### config.mk
export PLATFORM = sky130hd
export DESIGN_NAME = debounce_pulse
export DESIGN_NICKNAME = d
export VERILOG_FILES = /design/src/rtl/debounce_pkg.sv /design/src/rtl/debounce_pulse_sync_ff.sv /design/src/rtl/debounce_pulse.sv
export SDC_FILE = /design/constraint.sdc
export NUM_CORES = 1
export LEC_CHECK = 0
export CAP_MARGIN = 30
export CORE_ASPECT_RATIO = 0.9
export CORE_MARGIN = 1
export CORE_UTILIZATION = 45
export CTS_BUF_LIST = sky130_fd_sc_hd__clkbuf_16
export DETAILED_ROUTE_END_ITERATION = 8
export PLACE_DENSITY = 0.7
export SLEW_MARGIN = 15
export SYNTH_ARGS = -nofsm -noshare
export SYNTH_HDL_FRONTEND = slang
export SYNTH_SLANG_ARGS = --single-unit
### constraint.sdc
create_clock -name clk -period 1.7 [get_ports clk]
set_input_delay 0.425 -clock clk [delete_from_list [all_inputs] [get_ports clk]]
set_output_delay 0.425 -clock clk [all_outputs]
set_load 0.1 [all_outputs]
### src/rtl/debounce_pkg.sv
// ---------------------------------------------------------------------------
// debounce_pkg
// Shared types and constants for the debounce_pulse block.
//   state_t              : debouncer FSM state encoding
//   SYNC_STAGES_MIN/MAX  : legal synchronizer depth
//   DEBOUNCE_CYCLES_MIN/MAX : legal debounce length (stable samples)
// ---------------------------------------------------------------------------
package debounce_pkg;

    typedef enum logic [1:0] {
        S_LOW      = 2'd0,
        S_RISE_CHK = 2'd1,
        S_HIGH     = 2'd2,
        S_FALL_CHK = 2'd3
    } state_t;

    localparam int SYNC_STAGES_MIN     = 2;
    localparam int SYNC_STAGES_MAX     = 4;
    localparam int DEBOUNCE_CYCLES_MIN = 2;
    localparam int DEBOUNCE_CYCLES_MAX = 1 << 20;

endpackage

### src/rtl/debounce_pulse_sync_ff.sv
// ---------------------------------------------------------------------------
// sync_ff
// Multi-flop synchronizer bringing an asynchronous level into the clk domain.
// All stages clear to 0 on reset.
// Parameters:
//   STAGES : number of flops in the chain (>= 2)
// Ports:
//   clk  : clock
//   rst  : synchronous active-high reset
//   i_d  : asynchronous input level
//   o_q  : synchronized level (output of the last flop)
// ---------------------------------------------------------------------------
module sync_ff #(
    parameter int STAGES = 2
) (
    input  logic clk,
    input  logic rst,
    input  logic i_d,
    output logic o_q
);

    // Keep the chain together and away from retiming in the fabric.
    (* ASYNC_REG = "TRUE" *) logic [STAGES-1:0] r_sync;

    genvar gi;
    generate
        for (gi = 0; gi < STAGES; gi++) begin : g_stage
            if (gi == 0) begin : g_first
                always_ff @(posedge clk) begin
                    if (rst) r_sync[0] <= 1'b0;
                    else     r_sync[0] <= i_d;
                end
            end else begin : g_rest
                always_ff @(posedge clk) begin
                    if (rst) r_sync[gi] <= 1'b0;
                    else     r_sync[gi] <= r_sync[gi-1];
                end
            end
        end
    endgenerate

    assign o_q = r_sync[STAGES-1];

endmodule

### src/rtl/debounce_pulse.sv
// ---------------------------------------------------------------------------
// debounce_pulse
// Synchronizes and debounces a raw asynchronous input. A new level is accepted
// only after DEBOUNCE_CYCLES consecutive clock edges sample it; on acceptance
// level_out follows and a one-cycle pulse_rise / pulse_fall is emitted.
//
// Parameters:
//   SYNC_STAGES     : synchronizer depth (2..4)
//   DEBOUNCE_CYCLES : consecutive stable samples to accept a change (2..2^20)
//   INVERT_IN       : 1 inverts sig_in before synchronization
// Ports:
//   clk        : clock
//   rst        : synchronous active-high reset
//   sig_in     : asynchronous raw input
//   level_out  : debounced level (registered)
//   pulse_rise : one-cycle pulse on each accepted 0->1 change
//   pulse_fall : one-cycle pulse on each accepted 1->0 change
//   evt_clr    : (DEBOUNCE_PULSE_EVT_CNT_EN only) clear the event counter
//   evt_cnt    : (DEBOUNCE_PULSE_EVT_CNT_EN only) saturating count of rises
//
// Optional feature: define DEBOUNCE_PULSE_EVT_CNT_EN to add the rise event
// counter and its two ports.
// ---------------------------------------------------------------------------
module debounce_pulse
    import debounce_pkg::*;
#(
    parameter int SYNC_STAGES     = 2,
    parameter int DEBOUNCE_CYCLES = 1000,
    parameter int INVERT_IN       = 0
) (
    input  logic        clk,
    input  logic        rst,
    input  logic        sig_in,
    output logic        level_out,
    output logic        pulse_rise,
    output logic        pulse_fall
`ifdef DEBOUNCE_PULSE_EVT_CNT_EN
    ,
    input  logic        evt_clr,
    output logic [15:0] evt_cnt
`endif
);

    localparam int                CNT_W    = $clog2(DEBOUNCE_CYCLES + 1);
    localparam logic [CNT_W-1:0]  CNT_ONE  = CNT_W'(1);
    localparam logic [CNT_W-1:0]  CNT_LAST = CNT_W'(DEBOUNCE_CYCLES - 1);

    generate
        if (SYNC_STAGES < SYNC_STAGES_MIN || SYNC_STAGES > SYNC_STAGES_MAX) begin : g_bad_sync
            $error("debounce_pulse: SYNC_STAGES out of range");
        end
        if (DEBOUNCE_CYCLES < DEBOUNCE_CYCLES_MIN ||
            DEBOUNCE_CYCLES > DEBOUNCE_CYCLES_MAX) begin : g_bad_deb
            $error("debounce_pulse: DEBOUNCE_CYCLES out of range");
        end
    endgenerate

    // ------------------------------------------------------------------
    // Input conditioning and synchronizer
    // ------------------------------------------------------------------
    logic w_sig_raw;
    logic w_sig_s;

    assign w_sig_raw = (INVERT_IN != 0) ? ~sig_in : sig_in;

    sync_ff #(
        .STAGES (SYNC_STAGES)
    ) u_sync (
        .clk (clk),
        .rst (rst),
        .i_d (w_sig_raw),
        .o_q (w_sig_s)
    );

    // ------------------------------------------------------------------
    // Debounce FSM
    // ------------------------------------------------------------------
    state_t           r_state, w_state_next;
    logic [CNT_W-1:0] r_count, w_count_next;
    logic             r_level, w_level_next;
    logic             r_rise,  w_rise_next;
    logic             r_fall,  w_fall_next;

    // State register; outputs are registered alongside so the pulse lines up
    // with the first cycle spent in the new stable state.
    always_ff @(posedge clk) begin
        if (rst) begin
            r_state <= S_LOW;
            r_count <= '0;
            r_level <= 1'b0;
            r_rise  <= 1'b0;
            r_fall  <= 1'b0;
        end else begin
            r_state <= w_state_next;
            r_count <= w_count_next;
            r_level <= w_level_next;
            r_rise  <= w_rise_next;
            r_fall  <= w_fall_next;
        end
    end

    // Next-state logic. The entry edge into a *_CHK state counts as sample 1,
    // so the change is accepted on the edge that sees count == N-1; the counter
    // therefore never exceeds N-1 and cannot wrap.
    always_comb begin
        w_state_next = r_state;
        w_count_next = '0;
        unique case (r_state)
            S_LOW: begin
                if (w_sig_s) begin
                    w_state_next = S_RISE_CHK;
                    w_count_next = CNT_ONE;
                end
            end
            S_RISE_CHK: begin
                if (!w_sig_s) begin
                    w_state_next = S_LOW;
                end else if (r_count == CNT_LAST) begin
                    w_state_next = S_HIGH;
                end else begin
                    w_count_next = r_count + CNT_ONE;
                end
            end
            S_HIGH: begin
                if (!w_sig_s) begin
                    w_state_next = S_FALL_CHK;
                    w_count_next = CNT_ONE;
                end
            end
            S_FALL_CHK: begin
                if (w_sig_s) begin
                    w_state_next = S_HIGH;
                end else if (r_count == CNT_LAST) begin
                    w_state_next = S_LOW;
                end else begin
                    w_count_next = r_count + CNT_ONE;
                end
            end
            default: begin
                w_state_next = S_LOW;
            end
        endcase
    end

    // Output logic: pulses fire only on a completed check, never on a glitch
    // returning to the original stable state.
    always_comb begin
        w_rise_next  = (r_state == S_RISE_CHK) && (w_state_next == S_HIGH);
        w_fall_next  = (r_state == S_FALL_CHK) && (w_state_next == S_LOW);
        w_level_next = r_level;
        if (w_rise_next) w_level_next = 1'b1;
        if (w_fall_next) w_level_next = 1'b0;
    end

    assign level_out  = r_level;
    assign pulse_rise = r_rise;
    assign pulse_fall = r_fall;

    // ------------------------------------------------------------------
    // Optional rise event counter
    // ------------------------------------------------------------------
`ifdef DEBOUNCE_PULSE_EVT_CNT_EN
    logic [15:0] r_evt_cnt;

    // Counts the cycles in which pulse_rise is high; clear has priority.
    always_ff @(posedge clk) begin
        if (rst || evt_clr) begin
            r_evt_cnt <= '0;
        end else if (r_rise && (r_evt_cnt != 16'hFFFF)) begin
            r_evt_cnt <= r_evt_cnt + 16'd1;
        end
    end

    assign evt_cnt = r_evt_cnt;
`endif

endmodule

==> out/results.ini, run 1 <==
[synthesis]
yosysSeqAreaShare_pct=46.9
synth_fp_nets=80
synth-seq-cells=17
synth.cell_area_um2=726
postSynthCellCount=76
yosysUniqueCellTypes=29
yosysWarnings=0
syn_area_per_cell_um2=9.55

[timing]
finalHoldViolCount=0
fin_crit_ns=1.52
setup_tns_ns=0
rsz0062_at_grt=false
relSlewSlack_pct=74.9
finalSetupViolCount=0
post-route-period-util_pct=89.1
worst_hold_slack_ns=0.434
clock_skew_ns=0.00341
worst_pin_slew_ns=0.374
timing.fmax_mhz=660
maxSlewViolCount=0

[global_routing]
grtUsageTotal_pct=17.1
grt_pass1_wl_um=2090
grt-ovfl-total=0
antenna_found_initial=0
grt_max_degree=11
grt_pass1_vias=502

[routing]
drt_iter0_drc=8
firstDrtPassIters=4
vias=528
detail-route-antenna-nets=0
vias_per_cell=4.84
drc=0
wire_per_inst_um=10.5
drt_wl_total_um=1140

[floorplanning]
pin_count=6
rows=13
die_y_um=40.1
dieArea_um2=1780
initial_core_util_pct=49.0
dieWidth_um=44.3
core_um2=1480

[min_path]
hold_class=reg2reg
hold_path_depth=1
min-delay-start=u_sync.r_sync[0]

[worst_setup_path]
worstPathArrival_ns=1.66
cp_max_fo=4
crit_path_start_kind=flip-flop
r2r_start=r_count[0]
worstPathRequired_ns=1.84
crit_start=r_count[0]
ff2ff_path_depth=5
endpoint_kind=flip-flop
worstSetupPathType=reg2reg

[placement]
hpwl_um=874
place_congestion=0.727
placed_cells=105
port_buffers=5

[layout]
nNetsFinal=92
n_antenna_cell=0
drive_gt1_share_pct=23.0
mostFrequentLayoutCell=dfxtp_1
syn_to_final_growth_pct=27.8
final_cell_mix=17 x dfxtp_1, 6 x nor2_1, 5 x nor3_1, 5 x nor2_2
fin_cells=109
fill_cells=121

[power_and_ir_drop]
ir_drop_uv=717
p_leak_nw=0.342
powerDensity_nw_per_um2=949
power_w=0.000880

[clocking]
cts_htree_levels=1
root_buffer=clkbuf_16
clkTransAtPathRegs_ns=0.05
numCtsBuffers=3
clock-sinks=17
holdBufCountCts=0
clockBufferDepth=2
clk_latency_ns=0.25
cts_tree=yes

[flow_run]
maxCapViolCount=0

[status]
status=completed

## stage by stage
stage / instance area (µm²) / setup slack, ns / util [%]
2_1_floorplan: 726 / 0.313 / -
3_3_place_gp: 845 / 0.0423 / 57.1
3_5_place_dp: 845 / 0.00603 / 57.1
4_1_cts: 925 / 0.0522 / 62.5
5_1_grt: 927 / 0.0168 / 62.6
6_report: 927 / 0.185 / 62.6
## synth_stat cells
master / instances / area (µm²)
a211o_1: 1 / 8.76
a21o_1: 1 / 7.51
a21o_2: 1 / 8.76
a21oi_1: 2 / 10.0
and2_1: 1 / 6.26
and3_1: 1 / 6.26
buf_6: 1 / 11.3
dfxtp_1: 17 / 340
ha_1: 1 / 12.5
inv_1: 3 / 11.3
mux2i_1: 1 / 10.0
nand2_1: 4 / 15.0
nand2b_1: 3 / 18.8
nand3_1: 3 / 15.0
nand4_1: 2 / 12.5
nand4bb_1: 1 / 11.3
nor2_1: 6 / 22.5
nor2_2: 5 / 31.3
nor2_4: 1 / 11.3
nor2b_1: 3 / 18.8
nor3_1: 5 / 25.0
nor3_2: 1 / 10.0
o21a_1: 1 / 7.51
o21ai_1: 1 / 5.00
o21ba_1: 1 / 10.0
or2_1: 1 / 6.26
or3_4: 1 / 11.3
xnor2_1: 4 / 35.0
xor2_1: 3 / 26.3
## repair_timing
item                                    in CTS  in global routing
gates resized for setup                      0                  1
buffers inserted                             0                  0
endpoints found under the setup margin       0                  6
## critical path: stages (launching register included)
cell and delay [ns]:
dfxtp_1 0.35, ha_1 0.24, nand4bb_1 0.18, or3_4 0.43, mux2i_1 0.16, nor2_1 0.05
## sequential cells by signal, indices dropped and copies added (netlist names)
signal,flops
level_out,1
pulse_fall,1
pulse_rise,1
r_count,10
r_state,2
u_sync.o_q,1
u_sync.r_sync,1
## cells by family (layout without fill, tap and decap cells)
logic type               after synthesis  count (layout)  share of synthesized area (%)
XOR/XNOR                               7               7                           8.45
flip-flops                            17              17                           46.9
AND/OR/NAND/NOR                       38              38                           30.5
adder cells (fa/ha/maj)                1               1                           1.72
AO/OA/AOI/OAI                          8               8                           7.93
multiplexers                           1               1                           1.38
buffers and inverters                  4              15                           3.10
## per-layer routing
layer | GRT usage, % | vias to the layer above | routed length, µm
met5 | 0 | - | 0
met4 | 6.82 | 0 | 14
met3 | 6.76 | 2 | 58
met2 | 26.1 | 9 | 496
met1 | 21.7 | 239 | 574
li1 | - | 278 | -
## final cells by class
type | count | area (µm²) | share of cell area, %
clock inverter | 1 | 5.00 | 0.540
multi-input combinational | 55 | 365 | 39.4
timing repair buffer | 8 | 103 | 11.1
clock buffer | 3 | 75.1 | 8.10
sequential | 17 | 340 | 36.7
tap | 22 | 27.5 | 2.97
inverter | 3 | 11.3 | 1.21
## power breakdown
group	switching, W	total [W]	internal [W]	leakage [nW]
clock network	0.000147	0.000461	0.000314	0.0409
logic	0.00000621	0.0000149	0.00000866	0.163
registers	0.00000187	0.000405	0.000403	0.137
total	0.000155	0.000880	0.000726	0.342
## final timing paths
kind | endpoint | slack (ns)
setup / recovery | r_state[1] | 0.18
hold / removal | u_sync.o_q | 0.43
setup reg to reg | r_state[1] | 0.18
hold reg to reg | u_sync.o_q | 0.43
Power figures use the tool's default switching activity.
==> run 2: changes to the inputs <==
- CORE_ASPECT_RATIO: 0.9 -> unset
- SLEW_MARGIN: 15 -> 25
==> run 2 against run 1 <==
Effect of this change:
- utilization is 1.3 points lower
- global-route usage down 0.47 points
- critical path depth is the same
- combinational power is essentially flat
- hold slack improved by 0.0034 ns
- via count fell by 0.95%
- final area shrank 0.27%
- sequential share of layout area is 0.099 points higher
- cell count decreased by 4.6%
- sequential power about the same
- critical path type unchanged
- largest power group unchanged
==> out/results.ini, run 2 (synthesis gave the netlist of run 1 again) <==
[worst_setup_path]
worstSetupPathType=reg2reg  ; unchanged
cp_max_fo=6  ; was 4
crit_start=r_count[0]  ; unchanged
crit_cells=5  ; unchanged
crit_path_start_kind=flip-flop  ; unchanged
cp_top_family=simple AND/OR/NAND/NOR gates  ; unchanged
worstPathRequired_ns=1.83  ; was 1.84 ns
path_buf_inv=0  ; unchanged
critPathSlowestCell=or2_1  ; was or3_4
crit_end=r_count[7]  ; was r_state[1]
crit_chain=ha_1 -> nand4bb_1 -> nor3_1 -> or2_1 -> nor2_2  ; was ha_1 -> nand4bb_1 -> or3_4 -> mux2i_1 -> nor2_1
endpoint_kind=flip-flop  ; unchanged
ff2ff_path_depth=5  ; unchanged
rrSetupSlack_ns=0.20  ; was 0.18 ns
slowest_delay_ns=0.37  ; was 0.43 ns
r2r_end=r_count[7]  ; was r_state[1]
r2r_start=r_count[0]  ; unchanged
worstPathArrival_ns=1.62  ; was 1.66 ns

[placement]
placed_area_um2=845  ; unchanged
hpwl_um=859  ; was 874 µm
port_buffers=5  ; unchanged
preCtsSetupSlack_ns=0.0192  ; was 0.00603 ns
place_congestion=0.790  ; was 0.727

[routing]
detail-route-antenna-nets=0  ; unchanged
wl_met1_um=546  ; was 574 µm
drc=0  ; unchanged
drt_iter0_drc=5  ; was 8
dr.max_layer_used=met3  ; was met4
vias_per_cell=5.03  ; was 4.84
drt_wl_total_um=1170  ; was 1140 µm
vias=523  ; was 528
wl_met2_um=567  ; was 496 µm
firstDrtPassIters=4  ; unchanged
wl_met3_um=54  ; was 58 µm
wire_per_inst_um=11.2  ; was 10.5 µm

[layout]
final_util_pct=61.4  ; was 62.6%
final_cell_mix=17 x dfxtp_1, 6 x nor2_1, 5 x nor3_1, 5 x nor2_2  ; unchanged
fin_area_um2=925  ; was 927 µm²
largest_reg_flops=10  ; unchanged
mostFrequentLayoutCell=dfxtp_1  ; unchanged
n_antenna_cell=0  ; unchanged
reg_top3=r_count x10, r_state x2  ; unchanged
drive_gt1_share_pct=22.7  ; was 23.0%
nNetsFinal=93  ; was 92
syn_to_final_growth_pct=27.4  ; was 27.8%
largest-register=r_count  ; unchanged

[clocking]
clkTransAtPathRegs_ns=0.05  ; about the same
cts_setup_buffers=0  ; unchanged
clk_latency_ns=0.25  ; about the same
cts_htree_levels=1  ; unchanged
ctsResizeCount=0  ; unchanged
clock-sinks=17  ; unchanged
root_buffer=clkbuf_16  ; unchanged
holdBufCountCts=0  ; unchanged
clockBufferDepth=2  ; unchanged
numCtsBuffers=3  ; unchanged
cts_tree=yes  ; unchanged

[floorplanning]
dieArea_um2=1780  ; about the same
rows=14  ; was 13
core_um2=1510  ; was 1480 µm²
die_y_um=42.2  ; was 40.1 µm
initial_core_util_pct=48.2  ; was 49.0%
dieWidth_um=42.2  ; was 44.3 µm
pin_count=6  ; unchanged

[timing]
finalSetupViolCount=0  ; unchanged
fin_crit_ns=1.50  ; was 1.52 ns
worst_slack_ns=0.202  ; was 0.185 ns
timing.fmax_mhz=668  ; was 660 MHz
maxSlewViolCount=0  ; unchanged
setup_tns_ns=0  ; unchanged
post-route-period-util_pct=88.1  ; was 89.1%
rsz0062_at_grt=false  ; unchanged
relSlewSlack_pct=68.3  ; was 74.9%
worst_hold_slack_ns=0.437  ; was 0.434 ns
worst_pin_slew_ns=0.472  ; was 0.374 ns
clock_skew_ns=0.00428  ; was 0.00341 ns
finalHoldViolCount=0  ; unchanged

[status]
status=completed  ; unchanged

[power_and_ir_drop]
powerDensity_nw_per_um2=955  ; was 949 nW/µm²
ir_drop_uv=1010  ; was 717 µV
p_leak_nw=0.345  ; was 0.342 nW

[global_routing]
antenna_found_initial=0  ; unchanged
grtUsageTotal_pct=16.6  ; was 17.1%
grt_pass1_vias=560  ; was 502
grt_max_degree=11  ; unchanged
grt-ovfl-total=0  ; unchanged
grt_pass1_wl_um=2240  ; was 2090 µm

[flow_run]
maxCapViolCount=0  ; unchanged

[min_path]
hold_class=reg2reg  ; unchanged

## run 2: cell types whose count changed in the layout (fill, tap and decap cells not counted)
| cell | previous run | this run |
|---|---|---|
| buf_4 | 3 | 4 |
| or2_1 | 0 | 1 |
| or2_4 | 1 | 0 |
## run 2: cell type report
class | instances | area [µm²]
clock inverter | 1 | 5.00
sequential | 17 | 340
tap | 16 | 20.0
fill | 140 | 582
multi-input combinational | 55 | 363
timing repair buffer | 9 | 110
clock buffer | 3 | 75.1
inverter | 3 | 11.3
## run 2: worst min-delay path by stage
stage / from / end / slack, ns / cells past startpoint
after floorplan: u_sync.r_sync[0] / u_sync.o_q / 0.41 / 1
after global placement: u_sync.r_sync[0] / u_sync.o_q / 0.42 / 1
after detailed placement: u_sync.r_sync[0] / u_sync.o_q / 0.43 / 1
after CTS: u_sync.r_sync[0] / u_sync.o_q / 0.44 / 1
after global routing: u_sync.r_sync[0] / u_sync.o_q / 0.47 / 1
final: u_sync.r_sync[0] / u_sync.o_q / 0.44 / 1
## run 2: per-stage QoR
stage               power (W)  instances
detailed placement   0.000427        100
finish               0.000883        104
global route         0.000916        104
floorplan            0.000418         76
global placement     0.000427        100
CTS                  0.000894        104
## run 2: metal layers
layer,global-route usage (%),vias up
met5,0,-
met4,3.13,0
met3,8.19,0
met2,27.2,9
met1,19.9,236
li1,-,278
## run 2: power breakdown
group | switching, W | internal (W) | leakage [nW] | total [W]
clock | 0.000150 | 0.000314 | 0.0409 | 0.000464
combinational | 0.00000594 | 0.00000862 | 0.167 | 0.0000146
sequential | 0.00000180 | 0.000403 | 0.137 | 0.000404
==> run 3: changes to the inputs <==
--- a/config.mk
+++ b/config.mk
@@ -11,2 +11,3 @@
 export CTS_BUF_LIST = sky130_fd_sc_hd__clkbuf_16
+export CTS_CLUSTER_DIAMETER = 50
 export DETAILED_ROUTE_END_ITERATION = 8
==> constraint.sdc (replaced) <==
create_clock -name clk -period 1.7 [get_ports clk]
set_input_delay 0.34 -clock clk [delete_from_list [all_inputs] [get_ports clk]]
set_output_delay 0.34 -clock clk [all_outputs]
set_load 0.1 [all_outputs]
==> run 3 against run 2 <==
Effect of this change:
- flip-flop and latch count did not move
- clock skew decreased by 0.0021 ns
- sequential power hardly changed
- total power decreased by 0.31%
- setup slack got worse by 0.0050 ns
- via count is 2.9% lower
- utilization up 0.75 points
- count of clock-buffer cells in the layout did not move
- sequential share of layout area down 0.44 points
- register-to-register slack about the same
- global-route usage grew 0.15 points
- largest cell class unchanged
- largest power group unchanged
==> out/results.ini, run 3 (synthesis gave the netlist of run 1 again) <==
[placement]
hpwl_um=881  ; was 859 µm
port_buffers=5  ; unchanged
preCtsSetupSlack_ns=0.115  ; was 0.0192 ns
place_congestion=0.807  ; was 0.790

[clocking]
cts_htree_levels=1  ; unchanged
clock-sinks=17  ; unchanged
numCtsBuffers=3  ; unchanged
clkTransAtPathRegs_ns=0.05  ; about the same
cts_tree=yes  ; unchanged
clockBufferDepth=2  ; unchanged
holdBufCountCts=0  ; unchanged
root_buffer=clkbuf_16  ; unchanged
ctsResizeCount=0  ; unchanged
clk_latency_ns=0.25  ; about the same
cts_setup_buffers=0  ; unchanged

[worst_setup_path]
cp_max_fo=4  ; was 6
endpoint_kind=flip-flop  ; unchanged
ff2ff_path_depth=5  ; unchanged
critPathSlowestCell=or3_4  ; was or2_1
crit_path_start_kind=flip-flop  ; unchanged
r2r_end=r_state[1]  ; was r_count[7]
slowest_delay_ns=0.43  ; was 0.37 ns
rrSetupSlack_ns=0.20  ; about the same
worstPathArrival_ns=1.64  ; was 1.62 ns
worstSetupPathType=reg2reg  ; unchanged
crit_chain=ha_1 -> nand4bb_1 -> or3_4 -> mux2i_1 -> nor2_1  ; was ha_1 -> nand4bb_1 -> nor3_1 -> or2_1 -> nor2_2
crit_start=r_count[0]  ; unchanged
r2r_start=r_count[0]  ; unchanged
worstPathRequired_ns=1.84  ; was 1.83 ns

[timing]
relSlewSlack_pct=73.2  ; was 68.3%
setup_tns_ns=0  ; unchanged
worst_slack_ns=0.197  ; was 0.202 ns
finalHoldViolCount=0  ; unchanged
rsz0062_at_grt=false  ; unchanged
clock_skew_ns=0.00222  ; was 0.00428 ns
finalSetupViolCount=0  ; unchanged
fin_crit_ns=1.50  ; about the same
post-route-period-util_pct=88.4  ; was 88.1%
worst_pin_slew_ns=0.399  ; was 0.472 ns
maxSlewViolCount=0  ; unchanged
timing.fmax_mhz=665  ; was 668 MHz
worst_hold_slack_ns=0.434  ; was 0.437 ns

[global_routing]
grt_pass1_wl_um=2160  ; was 2240 µm
antenna_found_initial=0  ; unchanged
grtUsageTotal_pct=16.7  ; was 16.6%
grt_max_degree=10  ; was 11
grt-ovfl-total=0  ; unchanged
grt_pass1_vias=483  ; was 560

[routing]
detail-route-antenna-nets=0  ; unchanged
drc=0  ; unchanged
vias=508  ; was 523
wire_per_inst_um=11.4  ; was 11.2 µm
drt_wl_total_um=1190  ; was 1170 µm
drt_iter0_drc=2  ; was 5
firstDrtPassIters=2  ; was 4
vias_per_cell=4.88  ; was 5.03

[layout]
final_cell_mix=17 x dfxtp_1, 6 x nor2_1, 5 x nor3_1, 5 x nor2_2  ; unchanged
nNetsFinal=93  ; unchanged
reg_top3=r_count x10, r_state x2  ; unchanged
syn_to_final_growth_pct=29.0  ; was 27.4%
mostFrequentLayoutCell=dfxtp_1  ; unchanged
largest-register=r_count  ; unchanged
final_util_pct=62.1  ; was 61.4%
drive_gt1_share_pct=21.6  ; was 22.7%
largest_reg_flops=10  ; unchanged
n_antenna_cell=0  ; unchanged

[min_path]
min-delay-start=u_sync.r_sync[0]  ; unchanged
hold_path_depth=1  ; unchanged
hold_class=reg2reg  ; unchanged
hold_end=u_sync.o_q  ; unchanged

[floorplanning]
pin_count=6  ; unchanged
initial_core_util_pct=48.2  ; unchanged
die_y_um=42.2  ; unchanged
rows=14  ; unchanged
dieArea_um2=1780  ; unchanged
dieWidth_um=42.2  ; unchanged
core_um2=1510  ; unchanged

[power_and_ir_drop]
ir_drop_uv=643  ; was 1010 µV
powerDensity_nw_per_um2=941  ; was 955 nW/µm²
p_leak_nw=0.352  ; was 0.345 nW
power_w=0.000880  ; was 0.000883 W

[flow_run]
maxCapViolCount=0  ; unchanged

[status]
status=completed  ; unchanged

[run 3: changes by cell type in the layout (fill, tap and decap cells not counted), sizes merged]
cell	before	now
inv	3	4
clkinv	1	0
[run 3: cell type report]
| cell class | count | area [µm²] |
|---|---|---|
| flip-flops and latches | 17 | 340 |
| repair buffers | 9 | 123 |
| well taps | 16 | 20.0 |
| clock buffers | 3 | 75.1 |
| clock inverters | 1 | 3.75 |
| multi-input cells | 55 | 363 |
| inverters | 3 | 11.3 |
| fillers | 123 | 571 |
[run 3: per-layer routing]
layer | wire (µm) | global-route usage, %
met5 | 0 | 0
met4 | 40 | 13.1
met2 | 512 | 22.8
met3 | 32 | 3.88
met1 | 605 | 22.5
[run 3: critical path, delay by kind of cell, from the launching register on]
kind | cells | cell delay [ns]
adder cells (fa/ha/maj) | 1 | 0.22
flip-flops | 1 | 0.35
multiplexers | 1 | 0.16
AND/OR/NAND/NOR | 3 | 0.66
[run 3: through the flow]
step,cells,area (µm²)
CTS,104,936
global route,104,936
finish,104,936
floorplan,76,726
detailed placement,100,857
global placement,100,857
[run 3: worst max path at each step]
stage               cells after the start  slack [ns]    endpoint
floorplan                               5        0.31  r_state[1]
global placement                        5        0.14  r_count[7]
detailed placement                      5        0.11  r_count[3]
CTS                                     5        0.20  r_state[1]
global route                            6        0.03  r_count[7]
finish                                  5        0.20  r_state[1]
[run 3: report_power, final]
group          switching [W]  internal [W]
clock               0.000149      0.000312
combinational     0.00000576    0.00000889
sequential        0.00000188      0.000403
total               0.000157      0.000724
